==> src/rtl/vga_pkg.sv <==
// Shared framebuffer geometry and arbiter state encoding.
// Constants only; no logic, no latency, no flow control.
package vga_pkg;

   localparam int FB_PIXELS = 307200;
   localparam int ADDR_W    = 19;
   localparam int DATA_W    = 8;

   localparam logic [1:0] IDLE      = 2'd0;
   localparam logic [1:0] PRE_DRAIN = 2'd1;
   localparam logic [1:0] FILL      = 2'd2;

endpackage

==> src/rtl/fb_store_fifo.sv <==
// Synchronous FIFO buffering CPU pixel stores; data visible at the head with zero latency.
// Push is dropped when full, pop is dropped when empty; push and pop may share a cycle.
module fb_store_fifo #(
   parameter int DEPTH = 4,
   parameter int W     = 27,
   localparam int PTR_W = $clog2(DEPTH),
   localparam int CNT_W = $clog2(DEPTH) + 1
) (
   input  logic             clock,
   input  logic             reset,
   input  logic             push,
   input  logic [W-1:0]     push_dat,
   input  logic             pop,
   output logic [W-1:0]     pop_dat,
   output logic [CNT_W-1:0] count,
   output logic             full,
   output logic             empty
);

   logic [W-1:0]     mem [DEPTH];
   logic [PTR_W-1:0] wr_ptr;
   logic [PTR_W-1:0] rd_ptr;
   logic             do_push;
   logic             do_pop;

   assign full    = (count == CNT_W'(DEPTH));
   assign empty   = (count == '0);
   assign do_push = push && !full;
   assign do_pop  = pop && !empty;
   assign pop_dat = mem[rd_ptr];

   // Storage needs no reset: the pointers alone define what is valid.
   always_ff @(posedge clock) begin
      if (do_push) mem[wr_ptr] <= push_dat;
   end

   always_ff @(posedge clock or posedge reset) begin
      if (reset) begin
         wr_ptr <= '0;
         rd_ptr <= '0;
         count  <= '0;
      end else begin
         if (do_push) wr_ptr <= wr_ptr + 1'b1;
         if (do_pop)  rd_ptr <= rd_ptr + 1'b1;
         count <= count + CNT_W'(do_push) - CNT_W'(do_pop);
      end
   end

endmodule

==> src/rtl/vga_fb_write_arbiter.sv <==
// Arbitrates the framebuffer write port between buffered CPU stores and a screen-fill engine.
// Store: 1 cycle push->pop, fb_* registered; fill: 1 write/cycle; cpu_stall holds the CPU when the FIFO is full.
module vga_fb_write_arbiter #(
   parameter int FB_PIXELS  = vga_pkg::FB_PIXELS,
   parameter int ADDR_W     = vga_pkg::ADDR_W,
   parameter int DATA_W     = vga_pkg::DATA_W,
   parameter int FIFO_DEPTH = 4
) (
   input  logic              clock,
   input  logic              reset,
   input  logic              cpu_we,
   input  logic [ADDR_W-1:0] cpu_addr,
   input  logic [DATA_W-1:0] cpu_data,
   output logic              cpu_stall,
   input  logic              fill_start,
   input  logic [DATA_W-1:0] fill_color,
   output logic              fill_busy,
   output logic              fill_done,
   output logic              fb_we,
   output logic [ADDR_W-1:0] fb_addr,
   output logic [DATA_W-1:0] fb_data
);

   import vga_pkg::*;

   localparam int                CNT_W     = $clog2(FIFO_DEPTH) + 1;
   localparam int                ENT_W     = ADDR_W + DATA_W;
   localparam logic [ADDR_W-1:0] LAST_ADDR = ADDR_W'(FB_PIXELS - 1);

   logic [1:0]        state;
   logic [CNT_W-1:0]  count;
   logic [CNT_W-1:0]  pre_cnt;
   logic [ADDR_W-1:0] ptr;
   logic [DATA_W-1:0] color;
   logic              last_wr;
   logic              full;
   logic              empty;
   logic              push;
   logic              pop;
   logic              fill_accept;
   logic [ENT_W-1:0]  pop_dat;
   logic [ADDR_W-1:0] pop_addr;
   logic [DATA_W-1:0] pop_data;

   assign cpu_stall   = full;
   assign push        = cpu_we && !cpu_stall;
   // A fill is not re-armed until the previous fill_done has been issued.
   assign fill_accept = (state == IDLE) && fill_start && !fill_busy;
   // No pop on the accepting cycle, so count is exactly the set of stores ahead of the fill.
   assign pop         = !empty && (((state == IDLE) && !fill_accept) || (state == PRE_DRAIN));
   assign {pop_addr, pop_data} = pop_dat;

   fb_store_fifo #(
      .DEPTH (FIFO_DEPTH),
      .W     (ENT_W)
   ) u_fifo (
      .clock    (clock),
      .reset    (reset),
      .push     (push),
      .push_dat ({cpu_addr, cpu_data}),
      .pop      (pop),
      .pop_dat  (pop_dat),
      .count    (count),
      .full     (full),
      .empty    (empty)
   );

   always_ff @(posedge clock or posedge reset) begin
      if (reset) begin
         state     <= IDLE;
         pre_cnt   <= '0;
         ptr       <= '0;
         color     <= '0;
         last_wr   <= 1'b0;
         fill_busy <= 1'b0;
         fill_done <= 1'b0;
         fb_we     <= 1'b0;
         fb_addr   <= '0;
         fb_data   <= '0;
      end else begin
         fb_we     <= 1'b0;
         last_wr   <= 1'b0;
         fill_done <= last_wr;
         if (last_wr) fill_busy <= 1'b0;

         if (pop) begin
            fb_we   <= 1'b1;
            fb_addr <= pop_addr;
            fb_data <= pop_data;
         end

         case (state)
            IDLE: begin
               if (fill_accept) begin
                  color     <= fill_color;
                  pre_cnt   <= count;
                  ptr       <= '0;
                  fill_busy <= 1'b1;
                  state     <= (count != '0) ? PRE_DRAIN : FILL;
               end
            end
            PRE_DRAIN: begin
               pre_cnt <= pre_cnt - 1'b1;
               if (pre_cnt == CNT_W'(1)) state <= FILL;
            end
            FILL: begin
               fb_we   <= 1'b1;
               fb_addr <= ptr;
               fb_data <= color;
               if (ptr == LAST_ADDR) begin
                  last_wr <= 1'b1;
                  state   <= IDLE;
               end else begin
                  ptr <= ptr + 1'b1;
               end
            end
            default: state <= IDLE;
         endcase
      end
   end

endmodule

==> config.mk <==
export PLATFORM = sky130hd
export DESIGN_NAME = vga_fb_write_arbiter
export DESIGN_NICKNAME = d
export VERILOG_FILES = /design/src/rtl/vga_pkg.sv /design/src/rtl/fb_store_fifo.sv /design/src/rtl/vga_fb_write_arbiter.sv
export SDC_FILE = /design/constraint.sdc
export NUM_CORES = 1
export LEC_CHECK = 0
export ABC_AREA = 1
export CAP_MARGIN = 20
export CORE_MARGIN = 2
export CORE_UTILIZATION = 40
export CTS_CLUSTER_DIAMETER = 40
export DETAILED_ROUTE_END_ITERATION = 12
export GPL_ROUTABILITY_DRIVEN = 0
export PLACE_DENSITY = 0.59
export SLEW_MARGIN = 10
export SYNTH_ARGS = -nofsm -noshare
export SYNTH_HDL_FRONTEND = slang
export SYNTH_HIERARCHICAL = 1
export SYNTH_SLANG_ARGS = --single-unit
==> constraint.sdc <==
create_clock -name clock -period 2.5 [get_ports clock]
set_input_delay 0.5 -clock clock [delete_from_list [all_inputs] [get_ports clock]]
set_output_delay 0.5 -clock clock [all_outputs]
set_load 0.01 [all_outputs]
==> flow_metrics.env, run 1 <==
export IMPL_status="complete, no violations"
export IMPL_startpoint="u_fifo/count[1]"
export IMPL_start_util_pct=40.4
export IMPL_rr_startpoint="u_fifo/count[1]"
export IMPL_top_layer_used="met4"
export IMPL_crit_family="buffers and inverters"
export IMPL_die_h_um=146
export IMPL_place_area_um2=9140
export IMPL_wl_met2_um=7920
export IMPL_core_rowCount=52
export IMPL_p_total_mw=8.33
export IMPL_synth_cell_type_count=34
export IMPL_cap_violations=0
export IMPL_setup_ws_ps=210
export IMPL_worst_r2r_path_depth=15
export IMPL_numCtsBuffers=17
export IMPL_post_place_ws_ps=-150
export IMPL_drt_wl_total_um=16800
export IMPL_numPortBuffers=69
export IMPL_cts_tree="built"
export IMPL_drt_first_pass_iters=5
export IMPL_postCtsHoldBufs=0
export IMPL_drt_iter0_markers=334
export IMPL_design_area_um2=9720
export IMPL_yosysSeqAreaShare_pct=61.5
export IMPL_cts_root_buf="clkbuf_16"
export IMPL_synth_avg_cell_area_um2=9.71
export IMPL_post_route_min_period_ps=2290
export IMPL_grt_pass1_vias=5270
export IMPL_whs_ps=321
export IMPL_final_cell_mix="267 x nand2_1, 108 x edfxtp_1, 76 x nor2_1"
export IMPL_ios=70
export IMPL_cp_buffers_inverters=2
export IMPL_p_leak_nw=4.24
export IMPL_wl_met3_um=701
export IMPL_rrSetupSlack_ps=310
export IMPL_final_common_cell="nand2_1"
export IMPL_wire_per_inst_um=14.1
export IMPL_via_per_inst=4.67
export IMPL_fin_crit_sh_pct=91.6
export IMPL_synth_flop_cell="edfxtp_1"
export IMPL_crit_chain="nor2_1 -> nand2_1 -> inv_1 -> clkdlybuf4s50_1"
export IMPL_hpwlAfterDp_um=10900
export IMPL_cts_resized=0
export IMPL_timing_fmax_mhz=437
export IMPL_slew_violations=0
export IMPL_yosysTopAreaCell="edfxtp_1"
export IMPL_grt_total_usage_pct=16.6
export IMPL_vdd_drop_max_mv=0.478
export IMPL_fin_skew_ps=14.4
export IMPL_setup_tns_final_ps=0
export IMPL_cp_end_kind="output pin"
export IMPL_core_um2=20100
export IMPL_synth_edf_count=108
export IMPL_crit_type="register to output pin"
export IMPL_syn_area_um2=8120
export IMPL_die_w_um=146
export IMPL_synth_top_area_share_pct=40.0
export IMPL_layout_drive_gt1_share_pct=10.3
export IMPL_clk_latency_ps=440
export IMPL_yosys_register_bits=178
export IMPL_ant_nets=0
export IMPL_cts_htree_levels=4
export IMPL_grt_pass1_wl_um=27900
export IMPL_cts_sinks=178
export IMPL_grt_max_degree=66
export IMPL_cp_arrival_ps=1790
export IMPL_clk_pin_slew_ps=70
export IMPL_grt_ovfl_total=0
export IMPL_slew_headroom_pct=60.5
export IMPL_nNetsFinal=953
export IMPL_crit_path_start_kind="register"
export IMPL_synth_async_reset_ratio_pct=39.3
export IMPL_hold_violations=0
export IMPL_cp_slowest_cell="clkdlybuf4s50_1"
export IMPL_postCtsSetupBuffers=0
export IMPL_area_delta_synth_final_pct=19.8
export IMPL_slowest_delay_ps=530
export IMPL_antenna_cells=0
export IMPL_rsz0062_at_grt="false"
export IMPL_synthCells=836
export IMPL_syn_num_nets=885
export IMPL_die_area_um2=21400
export IMPL_routedLengthMet1_um=7940
export IMPL_crit_required_ps=2000
export IMPL_antenna_found_initial=0
export IMPL_setup_viol=0
export IMPL_n_fill_cell=1907
export IMPL_hold_path_class="input port to async pin"
export IMPL_synth_area_leaders="edfxtp_1 40%, dfrtp_1 22%, nand2_1 12%"
export IMPL_r2r_end="u_fifo/count[2]"
export IMPL_cp_max_fo=5
export IMPL_drc_errors=0
export IMPL_p_per_area_nw_per_um2=856
export IMPL_num_vias=5540
export IMPL_worst_pin_slew_ps=593
export IMPL_yosysWarningCount=6
export IMPL_ctsLongestPathBuffers=2
final cells by class:
type                            count  area [um^2]  area share (%)
Sequential cell                   178         5000            51.4
Multi-Input combinational cell    546         2630            27.0
Timing Repair Buffer               86          893            9.19
Clock buffer                       17          425            4.38
Tap cell                          270          338            3.47
Inverter                           75          282            2.90
Clock inverter                     15          160            1.65
kinds of logic (layout without fill, tap and decap cells):
family | after synthesis | in the layout | synth area share (%)
AOI/OAI and AO/OA | 82 | 82 | 5.46
xor gates and xnor gates | 10 | 10 | 1.08
adders and majority gates | 10 | 10 | 1.63
buffers and inverters | 112 | 193 | 6.20
DFF | 178 | 178 | 61.5
muxes | 7 | 7 | 0.971
and+or+nand+nor | 437 | 437 | 23.1
state kept, by name, summed over array words and instances, names as in the netlist, 3 cells and up:
| register | cells |
|---|---|
| ptr | 19 |
| u_fifo/count | 3 |
| color | 8 |
| pre_cnt | 3 |
| fb_data | 8 |
| fb_addr | 19 |
| u_fifo/mem | 108 |
metal layers:
| layer | up-vias | global-route usage (%) |
|---|---|---|
| li1 | 2844 | - |
| met1 | 2571 | 23.6 |
| met2 | 109 | 26.2 |
| met3 | 16 | 2.84 |
| met4 | 0 | 5.10 |
| met5 | - | 0 |
worst max path at each step:
stage / endpoint / slack [ps] / depth (start not counted)
floorplan: u_fifo/mem[0][0] / -70 / 6
global placement: u_fifo/count[2] / -120 / 15
detailed placement: u_fifo/count[2] / -150 / 15
CTS: cpu_stall / 180 / 4
global route: u_fifo/count[1] / 20 / 14
finish: cpu_stall / 210 / 4
report_power, final:
part           switching [mW]  internal [mW]
Combinational            1.31          0.634
Sequential              0.174           3.57
Clock                    1.21           1.42
Total                    2.70           5.63
worst reg2reg max path, stage by stage (launching register included):
cell and delay (ps):
dfrtp_1 440, nor2_1 170, nand2_1 130, inv_1 70, inv_1 30, nand2_1 70
inv_1 50, nand2_1 90, inv_1 50, ha_1 260, inv_1 50, ha_1 130
inv_1 40, fa_1 370, nand3_1 90, nand2_1 50
synth_stat cells, types with 6 or more instances:
cell type and number:
nand2_1 267, dfrtp_1 70, buf_2 11, o21ai_1 34
xor2_1 9, inv_1 70, nand4_1 6, nand3_1 60
ha_1 9, buf_4 8, nand3_2 9, edfxtp_1 108
clkbuf_1 12, mux2_2 7, o21ai_0 36, nor2_1 80
o21ai_2 7
per-stage QoR:
step	cells	util (%)
finish	1187	48.4
global route	1187	48.4
CTS	1187	48.4
detailed placement	1155	45.5
global placement	1155	45.5
floorplan	836	-
Note: power is estimated with default switching activity, not from simulation.
==> inputs of run 2 (changes only) <==
--- a/config.mk
+++ b/config.mk
@@ -13,6 +13,7 @@
 export DETAILED_ROUTE_END_ITERATION = 12
 export GPL_ROUTABILITY_DRIVEN = 0
 export PLACE_DENSITY = 0.59
+export SKIP_LAST_GASP = 1
 export SLEW_MARGIN = 10
 export SYNTH_ARGS = -nofsm -noshare
 export SYNTH_HDL_FRONTEND = slang
==> results of run 2 <==
The final DEF is identical to that of run 1; final timing and power are the same.
